### config.mk
export PLATFORM = sky130hd
export DESIGN_NAME = alu_issue_unit
export DESIGN_NICKNAME = d
export VERILOG_FILES = /design/src/rtl/alu_issue_unit.sv
export SDC_FILE = /design/constraint.sdc
export NUM_CORES = 1
export LEC_CHECK = 0
export CAP_MARGIN = 20
export CORE_MARGIN = 2
export CORE_UTILIZATION = 40
export DETAILED_ROUTE_END_ITERATION = 10
export GPL_ROUTABILITY_DRIVEN = 0
export PLACE_DENSITY = 0.66
export SETUP_SLACK_MARGIN = 0.02
export SLEW_MARGIN = 20
export SYNTH_ARGS = -nofsm -noshare
export SYNTH_HDL_FRONTEND = slang
export SYNTH_SLANG_ARGS = --single-unit
### constraint.sdc
create_clock -name clk -period 3.55 [get_ports clk]
set_input_delay 0.71 -clock clk [delete_from_list [all_inputs] [get_ports clk]]
set_output_delay 0.71 -clock clk [all_outputs]
set_load 0.02 [all_outputs]
### src/rtl/alu_issue_unit.sv
// rtl/alu_issue_unit.sv - issue FSM that owns the external 32-bit ALU and its register file
//
// Optional checker: define ALU_ISSUE_CHECK_EN to add the chk_err port and an
// internal result cross-check performed in EXEC.
//
// Ports:
//   clk, rst_n                      clock, synchronous active-low reset
//   in_valid/in_ready               instruction handshake
//   in_op, in_rd, in_rs, in_rt      opcode, destination, source registers
//   ld_en, ld_addr, ld_data         direct register-file load (any state)
//   alu_a, alu_b, alu_op            operands/opcode presented to the ALU
//   alu_result                      combinational result from the ALU
//   out_valid/out_ready             result handshake
//   out_result, out_rd              captured result and its destination
//   out_zero, out_ovf               result flags (ovf for add/sub only)
//   chk_err                         sticky ALU mismatch (ALU_ISSUE_CHECK_EN only)

module alu_issue_unit #(
  parameter int DATA_W = 32,
  parameter int REG_AW = 3
) (
  input  logic              clk,
  input  logic              rst_n,
  input  logic              in_valid,
  output logic              in_ready,
  input  logic [2:0]        in_op,
  input  logic [REG_AW-1:0] in_rd,
  input  logic [REG_AW-1:0] in_rs,
  input  logic [REG_AW-1:0] in_rt,
  input  logic              ld_en,
  input  logic [REG_AW-1:0] ld_addr,
  input  logic [DATA_W-1:0] ld_data,
  output logic [DATA_W-1:0] alu_a,
  output logic [DATA_W-1:0] alu_b,
  output logic [3:0]        alu_op,
  input  logic [DATA_W-1:0] alu_result,
  output logic              out_valid,
  input  logic              out_ready,
  output logic [DATA_W-1:0] out_result,
  output logic [REG_AW-1:0] out_rd,
  output logic              out_zero,
  output logic              out_ovf
`ifdef ALU_ISSUE_CHECK_EN
  ,
  output logic              chk_err
`endif
);

  localparam int NREG = 1 << REG_AW;
  localparam int MSB  = DATA_W - 1;

  typedef enum logic [1:0] {
    S_IDLE = 2'd0,
    S_EXEC = 2'd1,
    S_WB   = 2'd2
  } state_t;

  state_t            r_state;
  state_t            w_state_nxt;
  logic [DATA_W-1:0] r_regs [NREG];
  logic [REG_AW-1:0] r_rd;
  logic              w_accept;
  logic              w_zero;
  logic              w_ovf;

  always_ff @(posedge clk) begin
    if (!rst_n) begin
      r_state <= S_IDLE;
    end else begin
      r_state <= w_state_nxt;
    end
  end

  // out_valid is always set on entry to WB, so out_ready alone ends the transfer.
  always_comb begin
    w_state_nxt = r_state;
    in_ready    = 1'b0;
    case (r_state)
      S_IDLE: begin
        in_ready = 1'b1;
        if (in_valid) begin
          w_state_nxt = S_EXEC;
        end
      end
      S_EXEC: w_state_nxt = S_WB;
      S_WB: begin
        if (out_ready) begin
          w_state_nxt = S_IDLE;
        end
      end
      default: w_state_nxt = S_IDLE;
    endcase
  end

  assign w_accept = in_valid && in_ready;
  assign w_zero   = (alu_result == '0);

  // Signed overflow from sign bits only: add overflows when like-signed
  // operands give a differently signed result; sub when unlike-signed
  // operands give a result whose sign differs from a.
  always_comb begin
    w_ovf = 1'b0;
    case (alu_op)
      4'd0: w_ovf = (alu_a[MSB] == alu_b[MSB]) && (alu_result[MSB] != alu_a[MSB]);
      4'd1: w_ovf = (alu_a[MSB] != alu_b[MSB]) && (alu_result[MSB] != alu_a[MSB]);
      default: w_ovf = 1'b0;
    endcase
  end

  always_ff @(posedge clk) begin
    if (!rst_n) begin
      for (int i = 0; i < NREG; i++) begin
        r_regs[i] <= '0;
      end
      alu_a      <= '0;
      alu_b      <= '0;
      alu_op     <= '0;
      r_rd       <= '0;
      out_result <= '0;
      out_rd     <= '0;
      out_zero   <= 1'b0;
      out_ovf    <= 1'b0;
      out_valid  <= 1'b0;
    end else begin
      // The load is scheduled first so that a same-edge EXEC writeback to
      // the same register overrides it.
      if (ld_en) begin
        r_regs[ld_addr] <= ld_data;
      end
      case (r_state)
        S_IDLE: begin
          // Register reads here see the pre-edge contents, so a same-edge
          // load to a source register does not leak into the operands.
          if (w_accept) begin
            alu_a  <= r_regs[in_rs];
            alu_b  <= r_regs[in_rt];
            alu_op <= {1'b0, in_op};
            r_rd   <= in_rd;
          end
        end
        S_EXEC: begin
          out_result   <= alu_result;
          out_rd       <= r_rd;
          out_zero     <= w_zero;
          out_ovf      <= w_ovf;
          r_regs[r_rd] <= alu_result;
          out_valid    <= 1'b1;
        end
        S_WB: begin
          if (out_ready) begin
            out_valid <= 1'b0;
          end
        end
        default: ;
      endcase
    end
  end

`ifdef ALU_ISSUE_CHECK_EN
  logic [DATA_W-1:0] w_expected;

  always_comb begin
    w_expected = '0;
    case (alu_op)
      4'd0: w_expected = alu_a + alu_b;
      4'd1: w_expected = alu_a - alu_b;
      4'd2: w_expected = alu_a & alu_b;
      4'd3: w_expected = alu_a | alu_b;
      4'd4: w_expected = alu_a ^ alu_b;
      4'd5: w_expected = ~(alu_a | alu_b);
      default: w_expected = '0;
    endcase
  end

  always_ff @(posedge clk) begin
    if (!rst_n) begin
      chk_err <= 1'b0;
    end else if ((r_state == S_EXEC) && (alu_result != w_expected)) begin
      chk_err <= 1'b1;
    end
  end
`endif

endmodule
# == Word-level counts from Yosys, hierarchy flattened ==
# Memory sizes are Yosys's and may differ from the RTL's. A register that Yosys moved wholly into a read port is not among the register bits.
# Cells that the tools add are included.
# op_classes
n_reduce_logical,14
mux,20
eq_ne,8
# ops
operator,n
two-way mux 32 bit,2
OR reduction 32 bit,2
logical NOT 32 bit,1
two-way mux 1 bit,11
two-way mux 3 bit,2
one-hot mux 2 bit (3 select lines),1
AND reduction 2 bit,3
logical NOT 4 bit,1
two-way mux 2 bit,2
!= test 2 bit (second input constant),2
one-hot mux 1 bit (2 select lines),2
== test 3 x 1 -> 1 bit (second input constant),1
logical AND 1 bit,3
== test 2 x 1 -> 1 bit (second input constant),1
== test 2 bit (second input constant),1
logical NOT 1 bit,2
logical NOT 2 bit,1
!= test 1 bit,2
nonzero test 2 bit,1
== test 1 bit,1
# word_totals
ramBits,256
elab_cells,51
output_inout_bits,107
regBits,46
n_memories,1
# memory_table
memory,depth,word_bits,read_ports,rd_ports_with_merged_regs,wr,line_no,text
r_regs,8,32,2,2,8,60,logic [DATA_W-1:0] r_regs [NREG];

# == Depth between registers and ports, before layout ==
# logic_depth
depth_word,6
ltp_mapped,6
ltp_nobuf,4

# == Worst setup path before layout ==
# OpenSTA, ideal clock, no wires.
# synth_timing
kind,in2reg
from,in rst_n
to,"mem r_regs[6][0], enable pin"
required_ns,3.114
setup_time_ns,0.436
setup_slack_ns,0.541
t_arrival_ns,2.573
path_stages,2
path_buffers,0
cell_sequence,nand4b_1 o221ai_1
# synth_rtl
element,line_no,text
"start, declared",23,"input logic rst_n,"
"end, declared",60,

==> metrics.md <==
| Metric | Value |
|---|---|
| Gr usage total | 24.50% |
| Seq pwr share | 46.6% |
| DR iter-0 viols | 1,763 |
| TritonCTS Buffers | 41 |
| Sw Ratio | 25.72% |
| Dpl hpwl | 37,670 um |
| Ys async rst share | 0% |
| Clock power share | 39.7% |
| Leakage | 7.519 nW |
| Clk buf depth | 3 |
| Area Overhead vs Synth | 20.04% |
| Fin Setup TNS | 0 ps |
| Share of layout cells above drive strength 1 | 14.54% |
| Startpoint types | primary input |
| Clk_skew | 12.05 ps |
| Flops & latches, synth | 366 |
| Clock root buffer | clkbuf_16 |
| Max cap viols | 0 |
| Area contributors post-synth | edfxtp_1 41%, mux4_2 15%, nand2_1 12% |
| Max FO, Critical Path | 32 |
| TritonCTS clock tree | yes |
| Failing checks | design-rule violations |
| H-tree depth | 2 |
| Top Family by Delay on Critical Path | simple AND/OR/NAND/NOR gates |
| Post_cts resized | 0 |
| # clock sinks | 366 |
| Finished Layout Cells | 2,585 |
| Die X | 221.7 um |
| Final min period | 2678 ps |
| Ports | 191 |
| Buf/Inv on CP | 1 |
| Logic pwr share | 13.7% |
| Synthesized area per cell | 10.19 um2 |
| First-pass GRT wire length | 91,140 um |
| Placed Instances | 2,504 |
| Syn Nets | 1,943 |
| Insertion delay to the later sink of the worst-skew pair | 560 ps |
| GR Overflow Total | 0 |
| Worst-margin pin slew | 1082 ps |
| Hold Fails Final Rpt | 0 |
| Drt total wl | 60,970 um |
| VDD IR max | 0.3439 mV |
| Ys flop type | edfxtp_1 |
| Status | complete, but fails checks |
| Worst slew margin | 27.85% |
| Post-Synthesis Cells | 1,859 |
| Setup Buffers After CTS | 0 |
| Cell internal pwr | 7.904 mW |
| Netlist cell types | 36 |
| Core ar. | 0.04665 mm2 |
| Row count | 79 |
| Synth warnings | 0 |
| CP cell instances | clkdlybuf4s50_1, nand2b_1, nor4b_4, or3b_2 |
| Initial Utilization | 40.62% |
| Worst-path clk slew | 60 ps |
| Max Slew Vio Count | 0 |
| Period utilization | 75.44% |
| Fin nets | 2,025 |
| Psw | 2.737 mW |
| Crit path DAT | 2860 ps |
| EDFF count, synth | 256 |
| Vias per std cell | 5.828 |
| Post-CTS Hold Buffers | 0 |
| Worst Hold Class | register to register |
| Via count | 15,070 |
| Die area | 0.04914 mm2 |
| Wire length per cell | 23.59 um |
| Fmax | 373.4 MHz |
| DRC violations left | 16 |
| P per Cell Area | 467.8 mW/mm2 |
| CP max stage delay | 880 ps |
| Netlist Area Pre-Place | 0.01895 mm2 |
| CP required | 3730 ps |
| Largest net degree at the start of global routing | 75 |
| Number of global-route vias before repair | 14,970 |
| Dominant cell type by area after synthesis | edfxtp_1 |
| Share of the synthesized area in the top cell type | 40.56% |
| Final setup viols | 0 |
| Port bufs | 189 |
| First drt pass iteration count | 9 |
| Sequential share of the synthesized area | 52.18% |
| Crit Path Category | primary input to register |
| Initial antenna violation count | 5 |
| RSZ-0062 raised after global routing | false |
| Die height | 221.7 um |
| CP endpoint kind | register |
| Final ANT Viol Nets | 0 |
| Slowest-stage cell, CP | or3b_2 |
## cell usage after synthesis (2+ instances only)
| cell | n |
|---|---|
| buf_1 | 3 |
| nor2_1 | 74 |
| o21ai_1 | 84 |
| buf_2 | 35 |
| a21boi_0 | 41 |
| nand3b_1 | 2 |
| nor3b_1 | 2 |
| or3b_2 | 7 |
| mux4_2 | 128 |
| clkbuf_2 | 2 |
| nor4_1 | 8 |
| nand4_1 | 2 |
| nand2b_1 | 6 |
| nor3_1 | 4 |
| dfxtp_1 | 110 |
| edfxtp_1 | 256 |
| clkbuf_1 | 143 |
| o22ai_1 | 64 |
| nor4b_2 | 2 |
| buf_4 | 30 |
| nand2_1 | 602 |
| and2_1 | 2 |
| nand3_1 | 2 |
| nor2b_1 | 3 |
| o21ai_0 | 236 |
## worst reg2reg max path, delay by kind of cell, from the launching register on
family	cells	cell delay, ps
and+or+nand+nor	3	1600
DFF	1	620
## final timing paths
check | slack (ps) | endpoint | cells past startpoint | from
worst max-delay path | 870 | r_regs[0][8] | 4 | ld_addr[0]
worst min-delay path | 470 | out_result[23] | 2 | out_result[23]
worst max register to register | 920 | r_regs[0][8] | 3 | r_state[0]
worst min register to register | 470 | out_result[23] | 2 | out_result[23]
## layout by cell type, fill, tap and decap left out, types with 4 or more instances in the layout
cell,instances
a21boi_0,41
buf_12,12
diode_2,4
nor2_4,10
nand2_1,602
nor3_2,4
clkbuf_16,44
o21ai_1,84
buf_4,53
or3b_2,6
edfxtp_1,256
nor2_1,65
dfxtp_1,110
o22ai_1,64
o21ai_0,236
clkinv_2,7
clkdlybuf4s50_1,184
nor4_1,8
clkbuf_1,11
clkbuf_8,4
mux4_2,128
## power by group through the flow
stage / logic (mW) / registers (mW) / clock network (mW)
6_report: 1.46 / 4.96 / 4.22
5_1_grt: 1.54 / 4.98 / 4.43
4_1_cts: 1.45 / 4.96 / 4.27
3_5_place_dp: 1.44 / 5.04 / 0
3_3_place_gp: 1.43 / 5.03 / 0
2_1_floorplan: 0.726 / 5.11 / 0
## logic make-up after synthesis
family	after synthesis	synth area share, %
AOI/OAI and AO/OA	430	12.41
xor gates and xnor gates	1	0.04622
buffers and inverters	213	5.057
DFF	366	52.18
muxes	129	15.26
other	1	0.01979
and+or+nand+nor	719	15.02
## routing by layer
layer	up-vias	global-route usage, %	routed length (um)
met4	0	9.372	2117
li1	6780	-	-
met2	874	39.05	28390
met3	138	7.381	6809
met5	-	0	0
met1	7274	31.48	23650
## metrics by stage
step	setup slack, ps	area (um2)	power (mW)	hold WS (ps)	util, %
after floorplan	540.7	18950	5.837	463.1	-
after global placement	329.8	21390	6.459	456.3	45.85
after detailed placement	323.7	21390	6.489	462.1	45.85
after CTS	911.1	22710	10.68	471.3	48.68
after global routing	809.6	22740	10.96	489.4	48.74
final	872.0	22750	10.64	465.5	48.76
## sequential cells by signal (all words and copies together) (netlist names)
register / cells
out_valid: 1
alu_op: 3
out_ovf: 1
out_zero: 1
r_state: 2
r_regs: 256
alu_a: 32
r_rd: 3
alu_b: 32
out_result: 32
out_rd: 3
## layout make-up
cell class              count  area (um2)
fillers                  4165       23900
flip-flops and latches    366        9889
multi-input cells        1280        8254
repair buffers            252        2517
clock buffers              62        1220
well taps                 607       759.5
clock inverters            14       100.1
diodes                      4       10.01
Note: power is estimated with default switching activity, not from simulation.
